`config.mk`:
```
export PLATFORM = sky130hd
export DESIGN_NAME = watch_set_ctrl
export DESIGN_NICKNAME = d
export VERILOG_FILES = /design/src/rtl/watch_pkg.sv /design/src/rtl/wrap_updown.sv /design/src/rtl/watch_set_ctrl.sv
export SDC_FILE = /design/constraint.sdc
export NUM_CORES = 1
export LEC_CHECK = 0
export BUFFER_PORTS_ARGS = -buffer_cell sky130_fd_sc_hd__buf_2
export CORE_MARGIN = 2
export CORE_UTILIZATION = 45
export CTS_BUF_LIST = sky130_fd_sc_hd__clkbuf_4 sky130_fd_sc_hd__clkbuf_8
export DETAILED_ROUTE_END_ITERATION = 10
export PLACE_DENSITY = 0.76
export SETUP_SLACK_MARGIN = 0.02
export SLEW_MARGIN = 20
export SYNTH_ARGS = -nofsm -noshare
export SYNTH_HDL_FRONTEND = slang
export SYNTH_SLANG_ARGS = --single-unit
```
`constraint.sdc`:
```
create_clock -name clk -period 4 [get_ports clk]
set_clock_uncertainty 0.1 [all_clocks]
set_input_delay 0.2 -clock clk [delete_from_list [all_inputs] [get_ports clk]]
set_output_delay 0.2 -clock clk [all_outputs]
set_load 0.02 [all_outputs]
```
`src/rtl/watch_pkg.sv`:
```
// Shared types and constants for the watch time-setting controller.
// Holds FSM state encoding, field limits and field-select codes.
package watch_pkg;

   typedef enum logic [2:0] {
      ST_IDLE   = 3'd0,
      ST_LOAD   = 3'd1,
      ST_HOUR   = 3'd2,
      ST_MIN    = 3'd3,
      ST_SEC    = 3'd4,
      ST_COMMIT = 3'd5
   } state_t;

   localparam int HOUR_MAX = 23;
   localparam int MIN_MAX  = 59;
   localparam int SEC_MAX  = 59;

   localparam logic [1:0] FS_NONE = 2'd0;
   localparam logic [1:0] FS_HOUR = 2'd1;
   localparam logic [1:0] FS_MIN  = 2'd2;
   localparam logic [1:0] FS_SEC  = 2'd3;

   function automatic logic is_edit(state_t s);
      return (s == ST_HOUR) || (s == ST_MIN) || (s == ST_SEC);
   endfunction

endpackage

```
`src/rtl/wrap_updown.sv`:
```
// Modular up/down step for one time field (0..MAX_VAL).
// Ports: value in, up/down pulses in, nxt = stepped value (up+down gives 0).
module wrap_updown #(
   parameter int WIDTH   = 6,
   parameter int MAX_VAL = 59
) (
   input  logic [WIDTH-1:0] value,
   input  logic             up,
   input  logic             down,
   output logic [WIDTH-1:0] nxt
);

   localparam logic [WIDTH-1:0] MAXV = WIDTH'(MAX_VAL);

   always_comb begin
      nxt = value;
      if (up && down)
         nxt = '0;
      else if (up)
         nxt = (value == MAXV) ? '0 : value + WIDTH'(1);
      else if (down)
         nxt = (value == '0) ? MAXV : value - WIDTH'(1);
   end

endmodule

```
`src/rtl/watch_set_ctrl.sv`:
```
// Button-driven time-setting controller: load, edit h/m/s, commit.
// Ports: clk, rst (async high); i_btn_mode/next/up/down pulses;
//   i_cur_hour/min/sec running time; o_set_mode_active; o_*_set strobes;
//   o_*_value edit registers; o_field_sel; o_blink.
// Optional: define WATCH_SET_TIMEOUT_EN to abort idle edits after
//   TIMEOUT_CYCLES clocks.
module watch_set_ctrl
   import watch_pkg::*;
#(
   parameter int BLINK_HALF_PERIOD = 50_000_000,
   parameter int TIMEOUT_CYCLES    = 1_000_000_000
) (
   input  logic       clk,
   input  logic       rst,
   input  logic       i_btn_mode,
   input  logic       i_btn_next,
   input  logic       i_btn_up,
   input  logic       i_btn_down,
   input  logic [4:0] i_cur_hour,
   input  logic [5:0] i_cur_min,
   input  logic [5:0] i_cur_sec,
   output logic       o_set_mode_active,
   output logic       o_hour_set,
   output logic [4:0] o_hour_value,
   output logic       o_min_set,
   output logic [5:0] o_min_value,
   output logic       o_sec_set,
   output logic [5:0] o_sec_value,
   output logic [1:0] o_field_sel,
   output logic       o_blink
);

   localparam int BW = $clog2(BLINK_HALF_PERIOD + 1);
   localparam logic [BW-1:0] BLINK_LAST = BW'(BLINK_HALF_PERIOD - 1);

   if (BLINK_HALF_PERIOD < 1 || TIMEOUT_CYCLES < 2) begin : g_bad_cfg
      $error("watch_set_ctrl: bad BLINK_HALF_PERIOD/TIMEOUT_CYCLES");
   end

   state_t state, nxt;

   logic [4:0] hour_q, hour_n;
   logic [5:0] min_q, min_n;
   logic [5:0] sec_q, sec_n;
   logic [BW-1:0] bcnt;
   logic blink_q;
   logic ud;
   logic entering;
   logic tmo_hit;

   // Up/down only counts when neither mode nor next wins the cycle.
   assign ud = is_edit(state) && !i_btn_mode && !i_btn_next
               && (i_btn_up || i_btn_down);

`ifdef WATCH_SET_TIMEOUT_EN
   logic [29:0] tcnt;
   logic any_btn;

   assign any_btn = i_btn_mode | i_btn_next | i_btn_up | i_btn_down;
   assign tmo_hit = is_edit(state) && (tcnt == 30'(TIMEOUT_CYCLES - 1));

   always_ff @(posedge clk or posedge rst) begin
      if (rst)
         tcnt <= '0;
      else if (!is_edit(state) || nxt != state || any_btn)
         tcnt <= '0;
      else
         tcnt <= tcnt + 30'd1;
   end
`else
   assign tmo_hit = 1'b0;
`endif

   always_ff @(posedge clk or posedge rst) begin
      if (rst)
         state <= ST_IDLE;
      else
         state <= nxt;
   end

   always_comb begin
      nxt = state;
      unique case (state)
         ST_IDLE:   if (i_btn_mode) nxt = ST_LOAD;
         ST_LOAD:   nxt = ST_HOUR;
         ST_HOUR: begin
            if (i_btn_mode)      nxt = ST_IDLE;
            else if (i_btn_next) nxt = ST_MIN;
         end
         ST_MIN: begin
            if (i_btn_mode)      nxt = ST_IDLE;
            else if (i_btn_next) nxt = ST_SEC;
         end
         ST_SEC: begin
            if (i_btn_mode)      nxt = ST_IDLE;
            else if (i_btn_next) nxt = ST_COMMIT;
         end
         ST_COMMIT: nxt = ST_IDLE;
         default:   nxt = ST_IDLE;
      endcase
      if (tmo_hit)
         nxt = ST_IDLE;
   end

   always_comb begin
      o_set_mode_active = (state != ST_IDLE);
      o_hour_set        = (state == ST_COMMIT);
      o_min_set         = (state == ST_COMMIT);
      o_sec_set         = (state == ST_COMMIT);
      o_field_sel       = FS_NONE;
      unique case (1'b1)
         state == ST_HOUR: o_field_sel = FS_HOUR;
         state == ST_MIN:  o_field_sel = FS_MIN;
         state == ST_SEC:  o_field_sel = FS_SEC;
         default:          o_field_sel = FS_NONE;
      endcase
   end

   wrap_updown #(.WIDTH(5), .MAX_VAL(HOUR_MAX)) u_hour (
      .value (hour_q),
      .up    (i_btn_up),
      .down  (i_btn_down),
      .nxt   (hour_n)
   );

   wrap_updown #(.WIDTH(6), .MAX_VAL(MIN_MAX)) u_min (
      .value (min_q),
      .up    (i_btn_up),
      .down  (i_btn_down),
      .nxt   (min_n)
   );

   wrap_updown #(.WIDTH(6), .MAX_VAL(SEC_MAX)) u_sec (
      .value (sec_q),
      .up    (i_btn_up),
      .down  (i_btn_down),
      .nxt   (sec_n)
   );

   always_ff @(posedge clk or posedge rst) begin
      if (rst) begin
         hour_q <= '0;
         min_q  <= '0;
         sec_q  <= '0;
      end else if (state == ST_LOAD) begin
         hour_q <= i_cur_hour;
         min_q  <= i_cur_min;
         sec_q  <= i_cur_sec;
      end else if (ud && !tmo_hit) begin
         if (state == ST_HOUR) hour_q <= hour_n;
         if (state == ST_MIN)  min_q  <= min_n;
         if (state == ST_SEC)  sec_q  <= sec_n;
      end
   end

   assign entering = is_edit(nxt) && (nxt != state);

   always_ff @(posedge clk or posedge rst) begin
      if (rst) begin
         blink_q <= 1'b0;
         bcnt    <= '0;
      end else if (!is_edit(nxt)) begin
         blink_q <= 1'b0;
         bcnt    <= '0;
      end else if (entering || ud) begin
         blink_q <= 1'b1;
         bcnt    <= '0;
      end else if (bcnt == BLINK_LAST) begin
         blink_q <= ~blink_q;
         bcnt    <= '0;
      end else begin
         bcnt <= bcnt + BW'(1);
      end
   end

   assign o_hour_value = hour_q;
   assign o_min_value  = min_q;
   assign o_sec_value  = sec_q;
   assign o_blink      = blink_q;

endmodule

```
# After elaboration in Yosys (flattened, before gate mapping)
# Cells that the tools add are included.
[word_totals]
elab_cells = 93
regBits = 47
output_inout_bits = 24
input_bits = 23
[classes]
n_reduce_logical = 26
n_eq_ne = 14
n_addsub = 7
n_bitwise = 1
mux = 39
[ops]
columns = ["cell", "n"]
rows = [
  ["6-bit 2-to-1 mux", 16],
  ["26-bit 2-to-1 mux", 3],
  ["5-bit 2-to-1 mux", 8],
  ["26-bit by 1-bit adder with 26-bit output, second input constant", 1],
  ["26-bit equality test, second input constant", 1],
  ["3-bit 2-to-1 mux", 7],
  ["3-bit case mux with 5 select lines", 1],
  ["6-bit by 1-bit adder with 6-bit output, second input constant", 2],
  ["3-bit by 2-bit equality test with 1-bit output, second input constant", 4],
  ["6-bit equality test, second input constant", 2],
  ["6-bit logical NOT", 2],
  ["6-bit by 1-bit subtractor with 6-bit output, second input constant", 2],
  ["3-bit equality test, second input constant", 3],
  ["3-bit AND reduction", 3],
  ["2-bit nonzero test", 4],
  ["1-bit logical OR", 6],
  ["2-bit case mux with 3 select lines", 1],
  ["5-bit by 1-bit adder with 5-bit output, second input constant", 1],
  ["5-bit equality test, second input constant", 1],
  ["1-bit logical AND", 5],
  ["5-bit logical NOT", 1],
  ["5-bit by 1-bit subtractor with 5-bit output, second input constant", 1],
  ["4-bit nonzero test", 1],
  ["3-bit by 1-bit equality test with 1-bit output, second input constant", 1],
  ["other kinds (7)", 10],
]

# Logic depth before layout (Yosys ltp)
# Gate-level depths: netlist (run 1).
[logic_depth]
word_depth = 10
ltp_mapped = 8
depth_no_buf = 7

# Cells and area by module
# From an unflattened synthesis (run 1), not the netlist that was laid out.
[unflattened]
cells_unflattened = 400
area_unflattened_um2 = 3595.9
[by_module_without_submodules]
columns = ["mod", "area_each_um2", "seq_area_each_um2", "cells_each", "n_inst"]
rows = [
  ["watch_set_ctrl", 2529.9, 1176.1, 242, 1],
  ["wrap_updown (u_min ...)", 395.4, 0.0, 60, 2],
  ["wrap_updown (u_hour)", 275.3, 0.0, 38, 1],
]

# Least setup slack after synthesis (run 1)
# OpenSTA, ideal clock, no wires.
[synth_timing]
path_kind = "reg-to-reg"
startpoint = "reg bcnt[7]"
endpoint = "reg bcnt[16]"
t_required_ps = 3781
slack_ps = 1819
path_stages_with_launch = 8
arrival_time_ps = 1962
n_path_buf = 2
synth_period_minus_slack_ps = 2181
path_cell_list = "dfrtp_1 -> or4b_1 -> or4_4 -> nor4_4 -> or2_1 -> buf_6 -> buf_6 -> nor2_1"
[synth_between]
elab_chain_len = 4
elab_cells_between_ends = 5
cone_classes = "add/sub (1); eq/ne (1); mux (3)"
[synth_rtl]
columns = ["item", "line", "source"]
rows = [
  ["start: declaration", "watch_set_ctrl.sv:45", "logic [BW-1:0] bcnt;"],
  ["start signal: assignment", "watch_set_ctrl.sv:172", "bcnt <= bcnt + BW'(1);"],
  ["26-bit by 1-bit adder with 26-bit output / 26-bit equality test (equally long branches)", "watch_set_ctrl.sv:172, watch_set_ctrl.sv:168", ""],
  ["26-bit 2-to-1 mux *", "watch_set_ctrl.sv:168", "end else if (bcnt == BLINK_LAST) begin"],
  ["26-bit 2-to-1 mux *", "watch_set_ctrl.sv:165", "end else if (entering || ud) begin"],
  ["26-bit 2-to-1 mux *", "watch_set_ctrl.sv:162", "end else if (!is_edit(nxt)) begin"],
]
# Mark *: on every way between the ends. The rest lies on a longest branch, timed or not.
# A chain may end at the register's enable or synchronous reset.

# Worst setup path in the final report (run 1)
[layout_timing]
startpoint = "reg bcnt[9]"
endpoint = "reg bcnt[25]"
# The elaborated chain is that of the path after synthesis.

==> results.toml, run 1 <==
[sta]
fin_setup_tns_ns = 0
timing_worst_slew_pin_value_ns = 0.945
max_clock_freq_ghz = 0.375
setup_ws_ns = 1.33
whs_ns = 0.00533
hold_viol_final = 0
max_slew_margin = 0.362
finalCritPeriodShare = 0.667
final-setup-viol-count = 0
min_period_ns = 2.67
rsz0062_at_grt = "false"
report.final.slew_viol_count = 0

[critical_path]
worst_r2r_startpoint = "bcnt[9]"
setup.worst_path.end = "bcnt[25]"
rrSetupSlack_ns = 1.33
crit_chain = "or4b_1 -> or4_4 -> nor4_4 -> or2_1 -> nor2_1"
cpPeakStageDelay_ns = 0.63
arrival_ns = 2.73
r2r_cell_count = 5
worstSetupPathType = "reg -> reg"
worst_setup_path_start_kind = "flop"
cpMaxStageDelayCell = "sky130_fd_sc_hd__or2_1"
worstSetupEndpointType = "flop"
reg2reg_to = "bcnt[25]"
worst-endpoint-required_ns = 4.07
worst_setup_path_startpoint = "bcnt[9]"
max_fo_critical_path = 23

[synth]
post-synth-top-area-fraction = 0.357
ys_seq_area_frac = 0.357
synth_async_reset_ratio = 1.00
synth_enable_flop_cells = 0
yosys.area.top_type = "sky130_fd_sc_hd__dfrtp_1"
yosysWarningCount = 0
mappedNetlistArea_um2 = 3290
net_count_after_synthesis = 420
synth_area_per_cell_um2 = 8.48
yosys-top-cells-area = "sky130_fd_sc_hd__dfrtp_1 (36%), sky130_fd_sc_hd__nor2_1 (5.7%), sky130_fd_sc_hd__xor2_1 (5.3%)"
post_synth_inst_count = 388
synthFlopType = "sky130_fd_sc_hd__dfrtp_1"
synth.distinct_cells = 59
yosys_register_bits = 47

[cells_and_area]
flow.area_growth_from_synthesis_pct = 10.2
layoutNonFillerInstCount = 518
fillCellCount = 685
layout-drive-gt1-share = 0.155
layout.core_utilization = 0.505
design_area_um2 = 3630
num-nets-final = 450
insertedDiodeCount = 0

[die]
floorplan.die.width_um = 89.5
core_region_area_um2 = 7180
die_h_um = 89.5
total_die_area_um2 = 8010
io_pins = 47
rows = 31
starting_density = 0.459

[clocking]
ctsLongestPathBuffers = 2
cts_inserted_buffers = 5
htree_levels = 2
ctsHoldBuffers = 0
clock-root-buffer = "sky130_fd_sc_hd__clkbuf_8"
clock_slew_at_the_register_clock_pins_of_the_worst_setup_and_hold_paths_ns = 0.10
clkLatencyLatePin_ns = 0.31
cts_resized = 0
post-cts-setup-buffer-count = 0
clock-sinks = 47
tritoncts_clock_tree = "yes"

[place]
placed_cells = 509
io_buf_count = 46
dp.final_hpwl_um = 5310
placed_cell_area_um2 = 3520
place_ws_ns = 1.31
gpl.final_weighted_congestion = 0.874

[drt]
dr.first_iter.drc_count = 236
drt-vias-per-instance = 5.78
routed_wl_um = 7530
number_of_design_rule_violations_left_after_detail_routing = 0
route.detailed.wl_per_inst_um = 14.5
first_pass_iters = 4
detailroute.via_count = 2993
postRouteAntennaNets = 0

[pwr]
total_leakage_power_nw = 1.48
design_power_total_mw = 2.16
power_per_cell_area_nw_per_um2 = 596
ir_drop_uv = 319

[global_routing]
grt_pass1_wl_um = 12500
global_route.overflow_total = 0
first_global_vias = 2643
grtUsageTotal = 0.197
antenna_violations_before_repair = 0
grt_start_max_net_pins = 48

[outcome]
outcome = "finished clean"

[flow_run]
maxCapViolations = 0

[min_path]
hold_path.class = "in -> reg"
[worst min-delay path by stage]
stage / start / end / slack, ns / cells past startpoint
2_1_floorplan: i_cur_hour[2] / o_hour_value[2] / 0.23 / 2
3_3_place_gp: i_cur_min[0] / o_min_value[0] / 0.33 / 3
3_5_place_dp: i_cur_min[0] / o_min_value[0] / 0.33 / 3
4_1_cts: i_cur_min[0] / o_min_value[0] / 0.009 / 3
5_1_grt: i_cur_sec[1] / o_sec_value[1] / 0.02 / 2
6_report: i_cur_min[0] / o_min_value[0] / 0.005 / 3
[flip-flops by register name, indices dropped and copies added, names as in the netlist]
register	cells
bcnt	26
state	3
o_sec_value	6
o_blink	1
o_min_value	6
o_hour_value	5
[Yosys cell counts, drive strengths merged, types with 9 or more instances]
cell	instances
xnor2	12
nand2	22
nand3	25
nand4	12
buf	9
a21oi	13
dfrtp	47
nor3	12
o21ai	21
clkbuf	16
inv	14
nor2	50
xor2	20
ha	9
[per-layer routing]
layer	vias up	GRT usage	share of wire
met1	1414	0.279	0.47
met3	16	0.0323	0.056
met4	0	0.0746	0.023
met5	-	0	0
li1	1464	-	-
met2	99	0.302	0.45
[critical path, delay by kind of cell (launching register included)]
| family | cells | cell delay (ns) |
|---|---|---|
| and+or+nand+nor | 5 | 2.00 |
| DFF | 1 | 0.43 |
[cell type report]
type / count / area (um2) / area share
Clock buffer: 5 / 68.8 / 0.0190
Clock inverter: 3 / 25.0 / 0.00690
Inverter: 15 / 57.6 / 0.0159
Multi-Input combinational cell: 301 / 1930 / 0.532
Sequential cell: 47 / 1180 / 0.324
Tap cell: 99 / 124 / 0.0341
Timing Repair Buffer: 48 / 248 / 0.0683
[placed cells by master, fill, tap and decap left out, types with 6 or more instances in the layout]
| master | Yosys | final |
|---|---|---|
| sky130_fd_sc_hd__nor3_1 | 12 | 12 |
| sky130_fd_sc_hd__nor2b_1 | 7 | 7 |
| sky130_fd_sc_hd__xor2_1 | 20 | 20 |
| sky130_fd_sc_hd__nand2_1 | 22 | 22 |
| sky130_fd_sc_hd__mux2i_1 | 6 | 6 |
| sky130_fd_sc_hd__dfrtp_1 | 47 | 47 |
| sky130_fd_sc_hd__o22ai_1 | 6 | 6 |
| sky130_fd_sc_hd__xnor2_1 | 12 | 12 |
| sky130_fd_sc_hd__nand3_1 | 25 | 25 |
| sky130_fd_sc_hd__nand4_1 | 12 | 12 |
| sky130_fd_sc_hd__a21oi_1 | 13 | 13 |
| sky130_fd_sc_hd__ha_1 | 9 | 9 |
| sky130_fd_sc_hd__nand2b_1 | 6 | 6 |
| sky130_fd_sc_hd__nor2_1 | 50 | 50 |
| sky130_fd_sc_hd__inv_1 | 14 | 13 |
| sky130_fd_sc_hd__o21ai_0 | 21 | 21 |
| sky130_fd_sc_hd__buf_2 | 2 | 46 |
[report_power, final]
group	switching [mW]	internal, mW
combinational	0.577	0.431
clock	0.184	0.128
sequential	0.269	0.574
[kinds of logic after synthesis]
family / count (synthesis) / synth area share
buffers and inverters: 40 / 0.0567
muxes: 8 / 0.0251
xor gates and xnor gates: 32 / 0.0852
adders and majority gates: 9 / 0.0342
and+or+nand+nor: 163 / 0.257
DFF: 47 / 0.357
AOI/OAI and AO/OA: 89 / 0.184
No activity file was read; power rests on OpenSTA's default activity.
==> inputs of run 2 (changes only) <==
PLACE_DENSITY = 0.79   (was 0.76)
clock period = 2.4 ns   (was 4 ns; I/O delays follow)
==> run 2 against run 1 <==
Against the previous run:
- die area is the same
- sequential share of layout area down 2.1 points
- largest power group unchanged
- via count is 4.8% higher
- flip-flop and latch count unchanged
- sequential power grew 61%
- fmax up 14%
- utilization rose by 3.5 points
- total power increased by 71%
==> results.toml, run 2 (synthesis results as in run 1) <==
[global_routing]
global_route.overflow_total = 0
grt_pass1_wl_um = 13500
grt_start_max_net_pins = 31
antenna_violations_before_repair = 0
grtUsageTotal = 0.214
first_global_vias = 2887

[die]
floorplan.die.width_um = 89.5
total_die_area_um2 = 8010
rows = 31
starting_density = 0.459
core_region_area_um2 = 7180
die_h_um = 89.5
io_pins = 47

[pwr]
internal_power_mw = 1.94
total_leakage_power_nw = 1.62
power_per_cell_area_nw_per_um2 = 956
ir_drop_uv = 525
switching_share = 0.477
switching_power_mw = 1.77
power.sequential.fraction = 0.367
power.share.combinational = 0.495
clock_power_share = 0.138

[critical_path]
worstSetupPathType = "reg -> reg"
worstSetupEndpointType = "flop"
worst-endpoint-required_ns = 2.51
max_fo_critical_path = 10
worst_setup_path_start_kind = "flop"
arrival_ns = 2.44

[cells_and_area]
layout-drive-gt1-share = 0.182
num-nets-final = 476
largest_register_ffs = 26
layout.cells.most_common_list = "sky130_fd_sc_hd__nor2_1 (50), sky130_fd_sc_hd__dfrtp_1 (47), sky130_fd_sc_hd__buf_2 (46)"
insertedDiodeCount = 0
fillCellCount = 653
flow.area_growth_from_synthesis_pct = 17.9
layout.core_utilization = 0.541
registers.top_by_ff_count = "bcnt"
layoutNonFillerInstCount = 544
final_common_cell = "sky130_fd_sc_hd__nor2_1"

[clocking]
clock_slew_at_the_register_clock_pins_of_the_worst_setup_and_hold_paths_ns = 0.10
cts_inserted_buffers = 5
tritoncts_clock_tree = "yes"
ctsLongestPathBuffers = 2
clock-root-buffer = "sky130_fd_sc_hd__clkbuf_8"
clock-sinks = 47
htree_levels = 2
clkLatencyLatePin_ns = 0.31

[place]
placed_cells = 519
gpl.final_weighted_congestion = 0.907
io_buf_count = 46
dp.final_hpwl_um = 5780

[sta]
max_clock_freq_ghz = 0.429
min_period_ns = 2.33
timing_worst_slew_pin_value_ns = 0.517
finalCritPeriodShare = 0.971
fin_setup_tns_ns = 0
hold_viol_final = 0
rsz0062_at_grt = "false"
report.final.slew_viol_count = 0
final-setup-viol-count = 0
max_slew_margin = 0.653
whs_ns = 0.0357

[flow_run]
maxCapViolations = 0

[drt]
detailroute.via_count = 3138
route.detailed.wl_per_inst_um = 15.0
drt-vias-per-instance = 5.77
routed_wl_um = 8150
dr.first_iter.drc_count = 238
postRouteAntennaNets = 0
first_pass_iters = 5
number_of_design_rule_violations_left_after_detail_routing = 0

[min_path]
hold_path.class = "in -> reg"

[outcome]
outcome = "finished clean"
## run 2: area by class of cell
| class | instances | area [um2] | share of cell area |
|---|---|---|---|
| multi-input cells | 301 | 1930 | 0.498 |
| flip-flops and latches | 47 | 1180 | 0.303 |
| repair buffers | 74 | 500 | 0.129 |
| well taps | 99 | 124 | 0.0319 |
| clock buffers | 5 | 68.8 | 0.0177 |
| inverters | 15 | 56.3 | 0.0145 |
| clock inverters | 3 | 22.5 | 0.00581 |
## run 2: metrics by stage
step	setup slack [ns]	total power, mW	cell area [um2]
6_report	0.0698	3.71	3880
2_1_floorplan	0.219	2.64	3290
3_5_place_dp	0.0167	3.16	3610
5_1_grt	0.00929	3.99	3880
3_3_place_gp	0.113	3.09	3610
4_1_cts	0.0672	3.69	3820
## run 2: timing repair
action,CTS,global route
hold buffers,12,0
endpoints found under the hold margin,25,0
cloned,0,1
gates resized for setup,1,0
setup endpoints to repair,3,20
setup buffers,0,4
pin swaps,0,4
## run 2: path summary, 6_finish.rpt
check	from	end	depth (start not counted)	slack, ns
max	bcnt[7]	bcnt[22]	6	0.07
min	i_cur_min[2]	o_min_value[2]	3	0.04
max reg2reg	bcnt[7]	bcnt[22]	6	0.07
min reg2reg	bcnt[0]	bcnt[0]	1	0.41
max in group asynchronous	rst	o_sec_value[5]	4	1.43
min in group asynchronous	rst	bcnt[23]	3	0.21
## run 2: worst max-delay path, cell delays in order, from the launching register on
cell	delay [ns]
sky130_fd_sc_hd__dfrtp_1	0.39
sky130_fd_sc_hd__or4b_1	0.54
sky130_fd_sc_hd__or4_4	0.44
sky130_fd_sc_hd__nor4_4	0.33
sky130_fd_sc_hd__or2_4	0.23
sky130_fd_sc_hd__clkbuf_16	0.16
sky130_fd_sc_hd__nor2_1	0.04
## run 2: power groups by stage
stage | Clock, mW | Sequential (mW) | Combinational [mW]
CTS | 0.524 | 1.35 | 1.82
global route | 0.548 | 1.40 | 2.03
detailed placement | 0 | 1.36 | 1.80
finish | 0.510 | 1.36 | 1.84
global placement | 0 | 1.34 | 1.75
floorplan | 0 | 1.31 | 1.33
## run 2: layer usage
metal	vias to the layer above	track usage	share of wire
li1	1512	-	-
met1	1530	0.280	0.45
met2	87	0.367	0.50
met3	9	0.0360	0.043
met4	0	0.0570	0.010
met5	-	0	0
==> inputs of run 3 (changes only) <==
CORE_MARGIN = 3   (was 2)
==> run 3 against run 2 <==
Against the previous run:
- critical endpoint unchanged
- sequential power shrank 3%
- highest routed layer unchanged
- utilization grew 0.85 points
- cell count shrank 1.5%
==> results.toml, run 3 (synthesis results as in run 1) <==
[critical_path]
worstSetupPathType = "reg -> reg"
worst-endpoint-required_ns = 2.49
setup.worst_path.end = "bcnt[22]"
reg2reg_to = "bcnt[22]"
worst_setup_path_start_kind = "flop"
worst_r2r_startpoint = "bcnt[9]"
worstSetupEndpointType = "flop"
max_fo_critical_path = 7
rrSetupSlack_ns = 0.14
worst_setup_path_startpoint = "bcnt[9]"
arrival_ns = 2.35
r2r_cell_count = 6

[global_routing]
grt_pass1_wl_um = 13200
grtUsageTotal = 0.187
antenna_violations_before_repair = 0
first_global_vias = 2836
grt_start_max_net_pins = 31
global_route.overflow_total = 0

[sta]
hold_viol_final = 0
setup_ws_ns = 0.144
fin_setup_tns_ns = 0
timing_worst_slew_pin_value_ns = 0.581
report.final.slew_viol_count = 0
finalCritPeriodShare = 0.940
max_slew_margin = 0.610
final-setup-viol-count = 0
max_clock_freq_ghz = 0.443
min_period_ns = 2.26
rsz0062_at_grt = "false"

[cells_and_area]
largest_register_ffs = 26
layout-drive-gt1-share = 0.173
layoutNonFillerInstCount = 536
num-nets-final = 471
layout.cells.most_common_list = "sky130_fd_sc_hd__nor2_1 (50), sky130_fd_sc_hd__dfrtp_1 (47), sky130_fd_sc_hd__buf_2 (46)"
registers.top_by_ff_count = "bcnt"
final_common_cell = "sky130_fd_sc_hd__nor2_1"
insertedDiodeCount = 0
flow.area_growth_from_synthesis_pct = 15.9
fillCellCount = 633

[die]
io_pins = 47
starting_density = 0.474
die_h_um = 91.5
rows = 30
total_die_area_um2 = 8380
core_region_area_um2 = 6940
floorplan.die.width_um = 91.5

[outcome]
outcome = "finished clean"

[place]
placed_cells = 517
gpl.final_weighted_congestion = 0.868
dp.final_hpwl_um = 5630
place_ws_ns = 0.161
io_buf_count = 46

[pwr]
ir_drop_uv = 647
power_per_cell_area_nw_per_um2 = 962
total_leakage_power_nw = 1.58

[drt]
detailroute.wirelength.met3_um = 503
first_pass_iters = 5
number_of_design_rule_violations_left_after_detail_routing = 0
topRoutingLayerUsed = "met4"
drt-vias-per-instance = 5.75
postRouteAntennaNets = 0
dr.first_iter.drc_count = 178
routed_wl_um = 7840
route.detailed.wl_per_inst_um = 14.6
wirelength_met1_um = 3450
met2WireLength_um = 3790
detailroute.via_count = 3084

[clocking]
ctsLongestPathBuffers = 2
tritoncts_clock_tree = "yes"
clock-sinks = 47
clock-root-buffer = "sky130_fd_sc_hd__clkbuf_8"
clock_slew_at_the_register_clock_pins_of_the_worst_setup_and_hold_paths_ns = 0.09
htree_levels = 2
cts_inserted_buffers = 5
clkLatencyLatePin_ns = 0.30
cts_resized = 0

[flow_run]
maxCapViolations = 0

[min_path]
hold_path.class = "in -> reg"
==> run 3: final cells by class <==
cell class,count,area (um2),area share
Timing Repair Buffer,69,443,0.116
Inverter,15,56.3,0.0148
Clock buffer,6,76.3,0.0200
Tap cell,96,120,0.0315
Clock inverter,2,12.5,0.00328
Multi-Input combinational cell,301,1930,0.506
Sequential cell,47,1180,0.309
==> run 3: worst min path at each step <==
stage,start,cells past startpoint,end
after CTS,i_cur_min[1],3,o_min_value[1]
after global placement,rst,2,bcnt[21]
after detailed placement,rst,2,bcnt[23]
after floorplan,i_cur_hour[2],2,o_hour_value[2]
after global routing,i_cur_min[2],3,o_min_value[2]
final,i_cur_min[1],3,o_min_value[1]
==> run 3: timing repair <==
| item | in CTS | in global routing |
|---|---|---|
| endpoints found under the hold margin | 27 | 0 |
| buffers inserted | 0 | 0 |
| hold buffers | 11 | 0 |
==> run 3: worst max-delay path, cell delays in order, from the launching register on <==
cell                      delay [ns]
sky130_fd_sc_hd__dfrtp_1        0.43
sky130_fd_sc_hd__or4b_1         0.52
sky130_fd_sc_hd__or4_4          0.50
sky130_fd_sc_hd__nor4_4         0.17
sky130_fd_sc_hd__or2_1          0.20
sky130_fd_sc_hd__buf_4          0.17
sky130_fd_sc_hd__nor2_1         0.06
==> run 3: power by group <==
group          switching [mW]  internal, mW
Sequential              0.358         0.958
Combinational            1.08         0.786
Clock                   0.267         0.215
==> run 3: stage by stage <==
stage,utilization,hold slack [ns],instance area (um2),power (mW)
after floorplan,-,0.153,3290,2.64
after global placement,0.520,0.0156,3610,3.12
after detailed placement,0.520,0.0188,3610,3.17
after CTS,0.549,0.0157,3810,3.67
after global routing,0.549,0.0447,3810,3.94
final,0.549,0.0164,3810,3.67
==> run 3: per-layer routing <==
layer  GRT usage  vias to the layer above
li1            -                     1505
met1       0.250                     1462
met2       0.311                      109
met3      0.0331                        8
met4      0.0503                        0
met5           0                        -
